==> src/rtl/byte_striping_pkg.sv <==
// Shared lane-striping definitions: K-code symbols, framing state encoding, symbol classifiers.
// Latency: n/a (constants and pure functions only).
// Backpressure: n/a.
package byte_striping_pkg;

    // K-code control symbols (valid only when the K flag is set)
    localparam logic [7:0] STP = 8'hFB;
    localparam logic [7:0] SDP = 8'h5C;
    localparam logic [7:0] END = 8'hFD;
    localparam logic [7:0] EDB = 8'hFE;
    localparam logic [7:0] COM = 8'hBC;
    localparam logic [7:0] SKP = 8'h1C;
    localparam logic [7:0] IDL = 8'h7C;

    // Framing state encoding, shared with the transmit side
    localparam logic [0:0] IDLE = 1'b0;
    localparam logic [0:0] PKT  = 1'b1;

    function automatic logic is_start(input logic [7:0] sym);
        return (sym == STP) || (sym == SDP);
    endfunction

    function automatic logic is_end(input logic [7:0] sym);
        return (sym == END) || (sym == EDB);
    endfunction

    function automatic logic is_known_k(input logic [7:0] sym);
        return is_start(sym) || is_end(sym) ||
               (sym == COM) || (sym == SKP) || (sym == IDL);
    endfunction

endpackage

==> src/rtl/unstripe_framer.sv <==
// Packet framing tracker on the merged byte stream; optional sticky checker (macro FRAME_CHECK_EN).
// Latency: state/error register on the same edge the byte is loaded into D.
// Backpressure: none; observes every valid byte presented.
module unstripe_framer
    import byte_striping_pkg::*;
#(
    parameter int BITS = 8
) (
    input  logic            CLK,
    input  logic            RESET_L,
    input  logic [BITS-1:0] sym_dat,
    input  logic            sym_k,
    input  logic            sym_vld,
    output logic            IN_PKT,
    output logic            ERR
);

    logic [0:0] state;
    logic [0:0] state_nxt;

    // Next framing state from the byte about to be presented on D
    always_comb begin
        state_nxt = state;
        if (sym_vld && sym_k) begin
            if (state == IDLE && is_start(sym_dat))
                state_nxt = PKT;
            else if (state == PKT && is_end(sym_dat))
                state_nxt = IDLE;
        end
    end

    // Framing state register
    always_ff @(posedge CLK or negedge RESET_L) begin
        if (!RESET_L)
            state <= IDLE;
        else
            state <= state_nxt;
    end

    assign IN_PKT = (state == PKT);

`ifdef FRAME_CHECK_EN
    logic err_q;
    logic err_hit;

    // Classify the incoming byte against the current framing state
    always_comb begin
        err_hit = 1'b0;
        if (sym_vld) begin
            if (sym_k && state == PKT && is_start(sym_dat))
                err_hit = 1'b1;
            if (sym_k && state == IDLE && is_end(sym_dat))
                err_hit = 1'b1;
            if (!sym_k && state == IDLE)
                err_hit = 1'b1;
            if (sym_k && !is_known_k(sym_dat))
                err_hit = 1'b1;
        end
    end

    // Sticky error flag, cleared only by reset
    always_ff @(posedge CLK or negedge RESET_L) begin
        if (!RESET_L)
            err_q <= 1'b0;
        else
            err_q <= err_q | err_hit;
    end

    assign ERR = err_q;
`else
    assign ERR = 1'b0;
`endif

endmodule

==> src/rtl/byte_unstriping.sv <==
// Re-serialises a LANES-wide lane group into one byte/clk (lane 0 first) and tracks framing; macro FRAME_CHECK_EN enables ERR.
// Latency: LANE0 on D one edge after accept, LANE(LANES-1) LANES edges after; back-to-back groups gapless.
// Backpressure: READY_IN high only when no group is being emitted; upstream holds VALID_IN/lanes otherwise.
module byte_unstriping
    import byte_striping_pkg::*;
#(
    parameter int LANES = 4,
    parameter int BITS  = 8
) (
    input  logic            CLK,
    input  logic            RESET_L,
    input  logic            VALID_IN,
    output logic            READY_IN,
    input  logic [BITS-1:0] LANE0,
    input  logic [BITS-1:0] LANE1,
    input  logic [BITS-1:0] LANE2,
    input  logic [BITS-1:0] LANE3,
    input  logic            DK_0,
    input  logic            DK_1,
    input  logic            DK_2,
    input  logic            DK_3,
    output logic [BITS-1:0] D,
    output logic            DK,
    output logic            VALID_OUT,
    output logic            IN_PKT,
    output logic            ERR
);

    localparam int CNT_W = $clog2(LANES);
    localparam int BUF_W = (LANES - 1) * BITS;
    localparam logic [CNT_W-1:0] CNT_LAST = CNT_W'(LANES - 1);

    logic [CNT_W-1:0] cnt;
    // Lanes 1..LANES-1 held here; lane 1 sits in the low slot and shifts out first
    logic [BUF_W-1:0] buf_dat;
    logic [LANES-2:0] buf_k;

    logic             accept;
    logic [BITS-1:0]  d_nxt;
    logic             dk_nxt;
    logic             vld_nxt;

    assign READY_IN = (cnt == '0);
    assign accept   = VALID_IN & READY_IN;

    // Select the byte to present on D next edge: buffered lane mid-group, else LANE0 on accept
    always_comb begin
        d_nxt   = '0;
        dk_nxt  = 1'b0;
        vld_nxt = 1'b0;
        if (cnt != '0) begin
            d_nxt   = buf_dat[BITS-1:0];
            dk_nxt  = buf_k[0];
            vld_nxt = 1'b1;
        end else if (VALID_IN) begin
            d_nxt   = LANE0;
            dk_nxt  = DK_0;
            vld_nxt = 1'b1;
        end
    end

    // Byte index, output register and holding buffer
    always_ff @(posedge CLK or negedge RESET_L) begin
        if (!RESET_L) begin
            cnt       <= '0;
            D         <= '0;
            DK        <= 1'b0;
            VALID_OUT <= 1'b0;
            buf_dat   <= '0;
            buf_k     <= '0;
        end else begin
            D         <= d_nxt;
            DK        <= dk_nxt;
            VALID_OUT <= vld_nxt;
            if (accept) begin
                cnt     <= CNT_W'(1);
                buf_dat <= {LANE3, LANE2, LANE1};
                buf_k   <= {DK_3, DK_2, DK_1};
            end else if (cnt != '0) begin
                cnt     <= (cnt == CNT_LAST) ? '0 : cnt + CNT_W'(1);
                buf_dat <= {BITS'(0), buf_dat[BUF_W-1:BITS]};
                buf_k   <= {1'b0, buf_k[LANES-2:1]};
            end
        end
    end

    unstripe_framer #(
        .BITS(BITS)
    ) u_framer (
        .CLK     (CLK),
        .RESET_L (RESET_L),
        .sym_dat (d_nxt),
        .sym_k   (dk_nxt),
        .sym_vld (vld_nxt),
        .IN_PKT  (IN_PKT),
        .ERR     (ERR)
    );

endmodule

==> config.mk <==
export PLATFORM = sky130hd
export DESIGN_NAME = byte_unstriping
export DESIGN_NICKNAME = d
export VERILOG_FILES = /design/src/rtl/byte_striping_pkg.sv /design/src/rtl/unstripe_framer.sv /design/src/rtl/byte_unstriping.sv
export SDC_FILE = /design/constraint.sdc
export NUM_CORES = 1
export LEC_CHECK = 0
export CORE_AREA = 2 2 91 49
export CTS_BUF_LIST = sky130_fd_sc_hd__clkbuf_8
export DETAILED_ROUTE_END_ITERATION = 16
export DIE_AREA = 0 0 93 51
export PLACE_DENSITY_LB_ADDON = 0.1
export SLEW_MARGIN = 30
export SYNTH_ARGS = -nofsm -noshare
export SYNTH_HDL_FRONTEND = slang
export SYNTH_SLANG_ARGS = --single-unit
==> constraint.sdc <==
create_clock -name CLK -period 2.15 [get_ports CLK]
set_input_delay 0.3225 -clock CLK [delete_from_list [all_inputs] [get_ports CLK]]
set_output_delay 0.3225 -clock CLK [all_outputs]
set_load 0.01 [all_outputs]
[Word-level counts from Yosys, hierarchy flattened]
Cells that the tools add are included.
W data, S select, Z words.
Storage, ports and cells
  register bits: 40
  latch bits: 0
  RAM bits: 0
  ROM bits: 0
  bits of input ports: 39
  output and inout port bits: 13
  word-level logic and storage cells: 40
  memories: 0
Cells by class
  $add $sub $neg: 1
  multipliers: 0
  div/mod/pow operators: 0
  magnitude comparators: 0
  equal/unequal tests: 5
  shift operators: 0
  muxes and demuxes: 15
  bitwise operators: 2
  reductions and logical operators: 10
Operators by type and width (count)
  $mux W24: 2
  $eq A8 B8 Y1 const B: 3
  $mux W8: 2
  $eq A8 B7 Y1 const B: 1
  $mux W1: 6
  $mux W2: 3
  $mux W3: 2
  $reduce_bool A2 Y1: 3
  $logic_and A1 B1 Y1: 3
  $add A2 B1 Y2 const B: 1
  $eq A2 B2 Y1 const B: 1
  $logic_not A2 Y1: 1
  $logic_or A1 B1 Y1: 2
  $reduce_and A2 Y1: 1
  $and A1 B1 Y1: 1
  $not A1 Y1: 1

[Longest topological paths before layout]
Gate-level depths: netlist of run 1.
  depth after elaboration: 7
  depth in mapped cells: 7
  gate-level depth less buffers: 6

[Modules after synthesis]
A second synthesis of run 1 with hierarchy kept.
Second synthesis, totals
  cell total of the unflattened synthesis: 151
  area, all modules: 2019.4 um2
Modules (own cells, without submodules)
  byte_unstriping: instances 1, cells each 137, area each 1911.8 um2, sequential area each 975.9 um2
  unstripe_framer: instances 1, cells each 14, area each 107.6 um2, sequential area each 25.0 um2

[Worst setup path after synthesis of run 1]
Ideal clock, no wire load.
  path kind: flip-flop to flip-flop
  start point: reg cnt[0]
  end point: reg u_framer.state, in the netlist u_framer.IN_PKT
  library setup time: 66 ps
  arrival: 1509 ps
  required time: 2084 ps
  setup slack: 575 ps
  stages on the path, launching flop included: 8
  path buffers: 1
  clock period less this slack: 1575 ps
  path through: dfrtp_1 inv_1 ha_1 buf_4 nand4_2 a22o_1 nor4_1 o31a_1
Between the ends
  cells in the longest elaborated chain, start to end: 7
  elaborated cells on any way between the ends: 16
  classes of those cells: eq/ne (4); mux (4); reduce/logical (8)
RTL lines
  from (decl): line byte_unstriping.sv:33  | logic [CNT_W-1:0] cnt;
  from (signal assigned): line byte_unstriping.sv:80  | cnt <= (cnt == CNT_LAST) ? '0 : cnt + CNT_W'(1);
  $reduce_bool A2 Y1 (*): line byte_unstriping.sv:51  | if (cnt != '0) begin
  $mux W8: line byte_unstriping.sv:51
  $eq A8 B8 Y1, or another cell as far along: line byte_striping_pkg.sv:24  | return (sym == END) || (sym == EDB);
  $logic_or A1 B1 Y1 (on tied branches): line byte_striping_pkg.sv:24, byte_striping_pkg.sv:20
  $logic_and A1 B1 Y1 (on tied branches): line unstripe_framer.sv:27, unstripe_framer.sv:25
  $reduce_bool A2 Y1 (no source line)
  $reduce_and A2 Y1 (no source line)
  to (signal assigned): line unstripe_framer.sv:37  | state <= state_nxt;
  to (decl): line unstripe_framer.sv:18  | logic [0:0] state;
Mark *: on every way between the ends. The rest lies on a longest branch, timed or not.
A chain may end at the register's enable or synchronous reset.

[Final worst setup path of run 1]
  start point: reg cnt[0]
  end point: out READY_IN
Between the ends
  cells in the longest elaborated chain, start to end: 1
RTL lines
  $logic_not A2 Y1: line byte_unstriping.sv:43  | assign READY_IN = (cnt == '0);
  to (decl): line byte_unstriping.sv:13  | output logic READY_IN,
Every way passes these cells.

==> results of run 1 <==
area by class of cell:
type                            count  share of cell area (%)
Clock buffer                        5                    2.71
Inverter                           10                    1.48
Multi-Input combinational cell    123                    32.6
Sequential cell                    40                    39.5
Tap cell                           57                    2.81
Timing Repair Buffer               55                    20.9
worst min-delay path by stage:
stage                        from         to  slack (ns)  cells after the start
after floorplan           RESET_L         DK        0.03                      0
after global routing      RESET_L     cnt[1]        0.05                      1
final                     RESET_L     cnt[1]     -0.0007                      1
after CTS                 RESET_L     cnt[1]        0.19                      1
after detailed placement  RESET_L     cnt[1]        0.50                      1
after global placement    RESET_L  VALID_OUT        0.48                      1
power breakdown:
group          internal, mW  total [mW]  switching (mW)
logic                 0.636        1.31           0.670
registers              1.06        1.24           0.182
clock network         0.209       0.439           0.230
sequential cells by signal, indices dropped and copies added, names as in the netlist:
name	cells
D	8
DK	1
cnt	2
buf_k	3
VALID_OUT	1
u_framer.IN_PKT	1
buf_dat	24
through the flow:
step	setup WS, ns	instance area, sq um	hold WS [ns]
global placement	0.311	2450	0.481
global route	0.0914	2540	0.0466
CTS	0.0161	2520	0.190
detailed placement	0.219	2450	0.496
finish	0.148	2540	-0.000744
floorplan	0.575	1930	0.0269
cells by family (layout without fill, tap and decap cells):
kind of cell	count (synthesis)	count (layout)	share of synthesized area (%)
adders and majority gates	2	2	1.30
AOI/OAI and AO/OA	36	36	10.6
buffers and inverters	24	70	6.02
muxes	27	27	14.0
DFF	40	40	51.8
and+or+nand+nor	55	55	15.2
xor gates and xnor gates	2	2	0.907
other	1	1	0.194
worst reg2reg max path, cell delays in order (launching register included):
cell and delay (ns):
dfrtp_1 0.40, inv_1 0.09, ha_4 0.24, buf_4 0.22, nand2b_1 0.17, or4_1 0.40
a21boi_1 0.15, o31a_1 0.14
metal layers:
metal	part of all wire [%]	track usage (%)	up-vias
met2	47	33.1	39
met4	1.2	7.35	0
met5	0	0	-
met1	46	26.0	719
met3	5.9	5.16	5
li1	-	-	743
cell usage after synthesis, types with 3 or more instances:
cell / n
dfrtp_1: 40
a21oi_1: 19
nand2_1: 3
buf_2: 3
clkbuf_1: 3
nor2b_1: 9
mux2i_1: 27
nor2_1: 19
nand3_1: 10
inv_1: 9
nand3b_1: 3
o21ai_0: 8
nand2b_1: 3
buf_4: 6
==> impl_metrics.json, run 1 <==
{
  "finalSetupViolCount": 0,
  "critical_path.endpoint": "READY_IN",
  "cp_slowest_cell": "clkdlybuf4s50_1",
  "drive_gt1_share_pct": 6.44,
  "cts_made_buffers": 5,
  "layout_common_cells": "clkdlybuf4s50_1, dfrtp_1, mux2i_1",
  "first_pass_iters": 4,
  "hold_buffers": 0,
  "synth_edf_count": 0,
  "die_area_sq_um": 4740,
  "cpPeakStageDelay_ns": 0.58,
  "reg2reg_depth": 7,
  "cts.reportedPaths.clkPinSlew_ns": 0.07,
  "vdd_drop_max_uv": 627,
  "setup.worst_path.start": "cnt[0]",
  "fmax_ghz": 0.500,
  "die_w_um": 93,
  "yosysTopAreaCell": "dfrtp_1",
  "wl_per_cell_um": 14.5,
  "final_nets": 276,
  "overflow": 0,
  "worstPathArrival_ns": 1.68,
  "cp.depth": 3,
  "area.sequential_sq_um": 1000,
  "track_usage_pct": 20.1,
  "cts_tree": "yes",
  "drc": 0,
  "synth_cells": 187,
  "fin_skew_ns": 0.00727,
  "min_period_ns": 2.00,
  "post-route-util_pct": 62.1,
  "hold_class": "in2async",
  "p_total_mw": 2.99,
  "grt_pass1_vias": 1583,
  "antenna_found_initial": 0,
  "grt_pass1_wl_um": 7320,
  "ys_top_cells_by_area": "dfrtp_1, mux2i_1, a21oi_1, nor2_1, nor2b_1",
  "hold_violations": 4,
  "status": "finished, violations left",
  "die_y_um": 51,
  "max_cap_violations": 0,
  "violations": "negative hold slack",
  "reg2reg_slack_ns": 0.28,
  "r2r_end": "u_framer.IN_PKT",
  "area_delta_synth_final_pct": 31.3,
  "placed_cells": 285,
  "vias_per_cell": 5.19,
  "crit_required_ns": 1.83,
  "path_buf_inv": 2,
  "cts_root_buf": "clkbuf_8",
  "crit_family": "buffers and inverters",
  "vias": 1506,
  "rsz0062_at_grt": "false",
  "crit_fanout": 23,
  "yosys_warnings": 0,
  "clk_path_buf_depth": 2,
  "slew_viol_final": 0,
  "cp-start-kind": "flop",
  "post_cts_resized": 0,
  "synth_top_area_share_pct": 51.8,
  "core_area_sq_um": 4080,
  "io_pins": 52,
  "path_cells": "inv_1 -> ha_4 -> clkdlybuf4s50_1",
  "grt_max_degree": 41,
  "worst_setup_path_end_kind": "output port",
  "htree_num_levels": 2,
  "yosys_register_bits": 40,
  "ant_nets": 0,
  "ys.flop_type": "dfrtp_1",
  "hpwl_um": 3150,
  "seq_area_frac_synth_pct": 51.8,
  "gp_congestion": 0.931,
  "drt_wl_total_um": 4210,
  "avgSynthCellArea_sq_um": 10.3,
  "leakage_nw": 1.14,
  "multi_input_area_sq_um": 827,
  "cts.sink_count": 40,
  "fin_crit_sh_pct": 93.1,
  "syn-cell-area_sq_um": 1930,
  "start_util_pct": 47.3,
  "cts_setup_buffers": 0,
  "rows": 17,
  "final_cell_count_no_fill": 290,
  "synthArstFlopShare_pct": 100,
  "clk_latency_ns": 0.29,
  "drt_iter0_drc": 45,
  "n_fill_cell": 345,
  "final_common_cell": "clkdlybuf4s50_1",
  "power.density_nw_per_um2": 1180,
  "r2r-start": "cnt[0]",
  "whs_ns": -0.000744,
  "ys_types": 33,
  "antennaDiodeCount": 0,
  "io_buffers": 50,
  "worstSetupPathType": "reg2out",
  "finalSetupTns_ns": 0,
  "syn_nets": 228
}
Note: power is estimated with default switching activity, not from simulation.
==> run 2, diff against run 1 <==
--- a/config.mk
+++ b/config.mk
@@ -5,6 +5,7 @@
 export SDC_FILE = /design/constraint.sdc
 export NUM_CORES = 1
 export LEC_CHECK = 0
+export ABC_CLOCK_PERIOD_IN_PS = 2150
 export CORE_AREA = 2 2 91 49
 export CTS_BUF_LIST = sky130_fd_sc_hd__clkbuf_8
 export DETAILED_ROUTE_END_ITERATION = 16
==> results of run 2 <==
Same layout as run 1: the final DEF is identical, and so are final timing and power.
==> run 3, diff against run 2 <==
--- a/config.mk
+++ b/config.mk
@@ -5,7 +5,7 @@
 export SDC_FILE = /design/constraint.sdc
 export NUM_CORES = 1
 export LEC_CHECK = 0
-export ABC_CLOCK_PERIOD_IN_PS = 2150
+export ABC_CLOCK_PERIOD_IN_PS = 1890
 export CORE_AREA = 2 2 91 49
 export CTS_BUF_LIST = sky130_fd_sc_hd__clkbuf_8
 export DETAILED_ROUTE_END_ITERATION = 16
==> constraint.sdc (replaced) <==
create_clock -name CLK -period 1.89 [get_ports CLK]
set_input_delay 0.2835 -clock CLK [delete_from_list [all_inputs] [get_ports CLK]]
set_output_delay 0.2835 -clock CLK [all_outputs]
set_load 0.01 [all_outputs]
==> run 3 against run 2 <==
Against the previous run: the run now ends clean; total power rose by 17%; via count grew 2.3%; combinational power rose by 17%; sequential cell count unchanged; clock power up 27%; routed wire length up 0.55%; non-clock buffer count up 6; critical endpoint is now u_framer.IN_PKT; largest cell class unchanged.
==> impl_metrics.json, run 3 (synthesis gave the netlist of run 1 again) <==
{
  "multi_input_area_sq_um": 827,
  "finalSetupViolCount": 0,
  "antenna_found_initial": 0,
  "final_nets": 282,
  "power.density_nw_per_um2": 1350,
  "p_clk_share_pct": 15.9,
  "cts_tree": "yes",
  "p_int_mw": 2.26,
  "core_area_sq_um": 4080,
  "overflow": 0,
  "met2_length_um": 1890,
  "top_layer_used": "met4",
  "drive_gt1_share_pct": 9.09,
  "placed_area_sq_um": 2470,
  "hold_violations": 0,
  "largest_register_ffs": 24,
  "fin_crit_sh_pct": 92.3,
  "die_w_um": 93,
  "p_sw_share_pct": 35.5,
  "clk_path_buf_depth": 2,
  "first_pass_iters": 5,
  "rows": 17,
  "vias": 1540,
  "n_fill_cell": 356,
  "p_total_mw": 3.50,
  "worstSetupPathType": "reg2reg",
  "area_delta_synth_final_pct": 34.6,
  "grt_pass1_wl_um": 7060,
  "track_usage_pct": 19.5,
  "comb_power_share_pct": 43.8,
  "start_util_pct": 47.3,
  "worstPathArrival_ns": 1.92,
  "seq_power_share_pct": 40.3,
  "fin_skew_ns": 0.00791,
  "clk_latency_ns": 0.29,
  "fmax_ghz": 0.573,
  "cpPeakStageDelay_ns": 0.39,
  "io_buffers": 50,
  "stdcell_area_sq_um": 2600,
  "io_pins": 52,
  "area.sequential_sq_um": 1000,
  "ant_nets": 0,
  "drc": 0,
  "die_y_um": 51,
  "grt_max_degree": 29,
  "crit_fanout": 8,
  "post-route-util_pct": 63.7,
  "wl_per_cell_um": 14.1,
  "tightest_slew_ns": 0.625,
  "vdd_drop_max_uv": 1050,
  "vias_per_cell": 5.15,
  "cts_root_buf": "clkbuf_8",
  "relSlewSlack_pct": 58.3,
  "dr_wl_met3_um": 291,
  "die_area_sq_um": 4740,
  "gp_congestion": 0.903,
  "largest-register": "buf_dat",
  "cts.reportedPaths.clkPinSlew_ns": 0.08,
  "cts_made_buffers": 5,
  "max_cap_violations": 0,
  "worst_setup_path_end_kind": "flop",
  "drt_iter0_drc": 74,
  "status": "completed",
  "drt_wl_total_um": 4230,
  "cp-start-kind": "flop",
  "slew_viol_final": 0,
  "min_period_ns": 1.74,
  "p_sw_mw": 1.24,
  "grt_pass1_vias": 1449,
  "hpwl_um": 3110,
  "crit_required_ns": 2.07,
  "finalSetupTns_ns": 0,
  "layout_common_cells": "clkdlybuf4s50_1, dfrtp_1, mux2i_1",
  "final_common_cell": "clkdlybuf4s50_1",
  "path_cells": "inv_1 -> ha_4 -> buf_4 -> nand3b_1 -> a22oi_1 -> a41oi_1 -> o31a_1",
  "cts.sink_count": 40,
  "hold_class": "in2async",
  "antennaDiodeCount": 0,
  "wl_met1_um": 1990,
  "cp_slowest_cell": "dfrtp_1",
  "reg_top3": "buf_dat x24, D x8, buf_k x3",
  "rsz0062_at_grt": "false",
  "leakage_nw": 1.20,
  "htree_num_levels": 2
}
run 3: cell types whose count changed in the layout (fill, tap and decap cells not counted):
cell / before / now
buf_2: 1 / 3
dlymetal6s2s_1: 0 / 1
clkbuf_8: 5 / 6
inv_1: 9 / 11
clkdlybuf4s50_1: 48 / 47
buf_4: 6 / 10
run 3: critical path: cells and delay by family (launching register included):
kind | cells | cell delay, ns
fa+ha+maj | 1 | 0.19
buf+inv | 2 | 0.24
compound gates | 3 | 0.62
flops | 1 | 0.39
simple gates | 1 | 0.19
run 3: timing repair:
action / 4_1_cts / 5_1_grt
gates resized for setup: 1 / 1
hold buffers: 0 / 0
pin swaps: 1 / 1
endpoints found under the setup margin: 2 / 2
setup buffers: 1 / 3
run 3: layout make-up:
class,count,share of cell area (%)
Sequential cell,40,38.5
Inverter,10,1.44
Multi-Input combinational cell,123,31.8
Tap cell,57,2.74
Timing Repair Buffer,61,22.0
Clock inverter,2,0.289
Clock buffer,6,3.18
run 3: power groups by stage:
stage | logic [mW] | registers (mW) | clock network (mW)
detailed placement | 1.45 | 1.43 | 0
finish | 1.53 | 1.41 | 0.558
floorplan | 0.901 | 1.42 | 0
CTS | 1.51 | 1.42 | 0.575
global route | 1.71 | 1.46 | 0.611
global placement | 1.40 | 1.41 | 0
run 3: worst paths after layout:
check	startpoint	endpoint	slack, ns	depth (start not counted)
max	cnt[0]	u_framer.IN_PKT	0.15	7
min	RESET_L	cnt[1]	0.01	1
max reg2reg	cnt[0]	u_framer.IN_PKT	0.15	7
min reg2reg	buf_k[2]	buf_k[1]	0.53	2
max in group asynchronous	RESET_L	buf_k[2]	1.33	2
min in group CLK	VALID_IN	D[5]	0.36	3
run 3: metrics by stage:
| step | cells | hold WS [ns] | worst slack [ns] |
|---|---|---|---|
| 2_1_floorplan | 187 | -0.0121 | 0.315 |
| 3_3_place_gp | 287 | 0.329 | 0.101 |
| 3_5_place_dp | 287 | 0.336 | -0.00658 |
| 4_1_cts | 296 | 0.0285 | 0.0115 |
| 5_1_grt | 299 | 0.0468 | 0.0166 |
| 6_report | 299 | 0.0124 | 0.145 |
run 3: per-layer routing:
| layer | vias to the layer above | track usage, % |
|---|---|---|
| met4 | 0 | 6.62 |
| met2 | 49 | 30.3 |
| met1 | 732 | 26.7 |
| met3 | 7 | 5.46 |
| li1 | 752 | - |
| met5 | - | 0 |
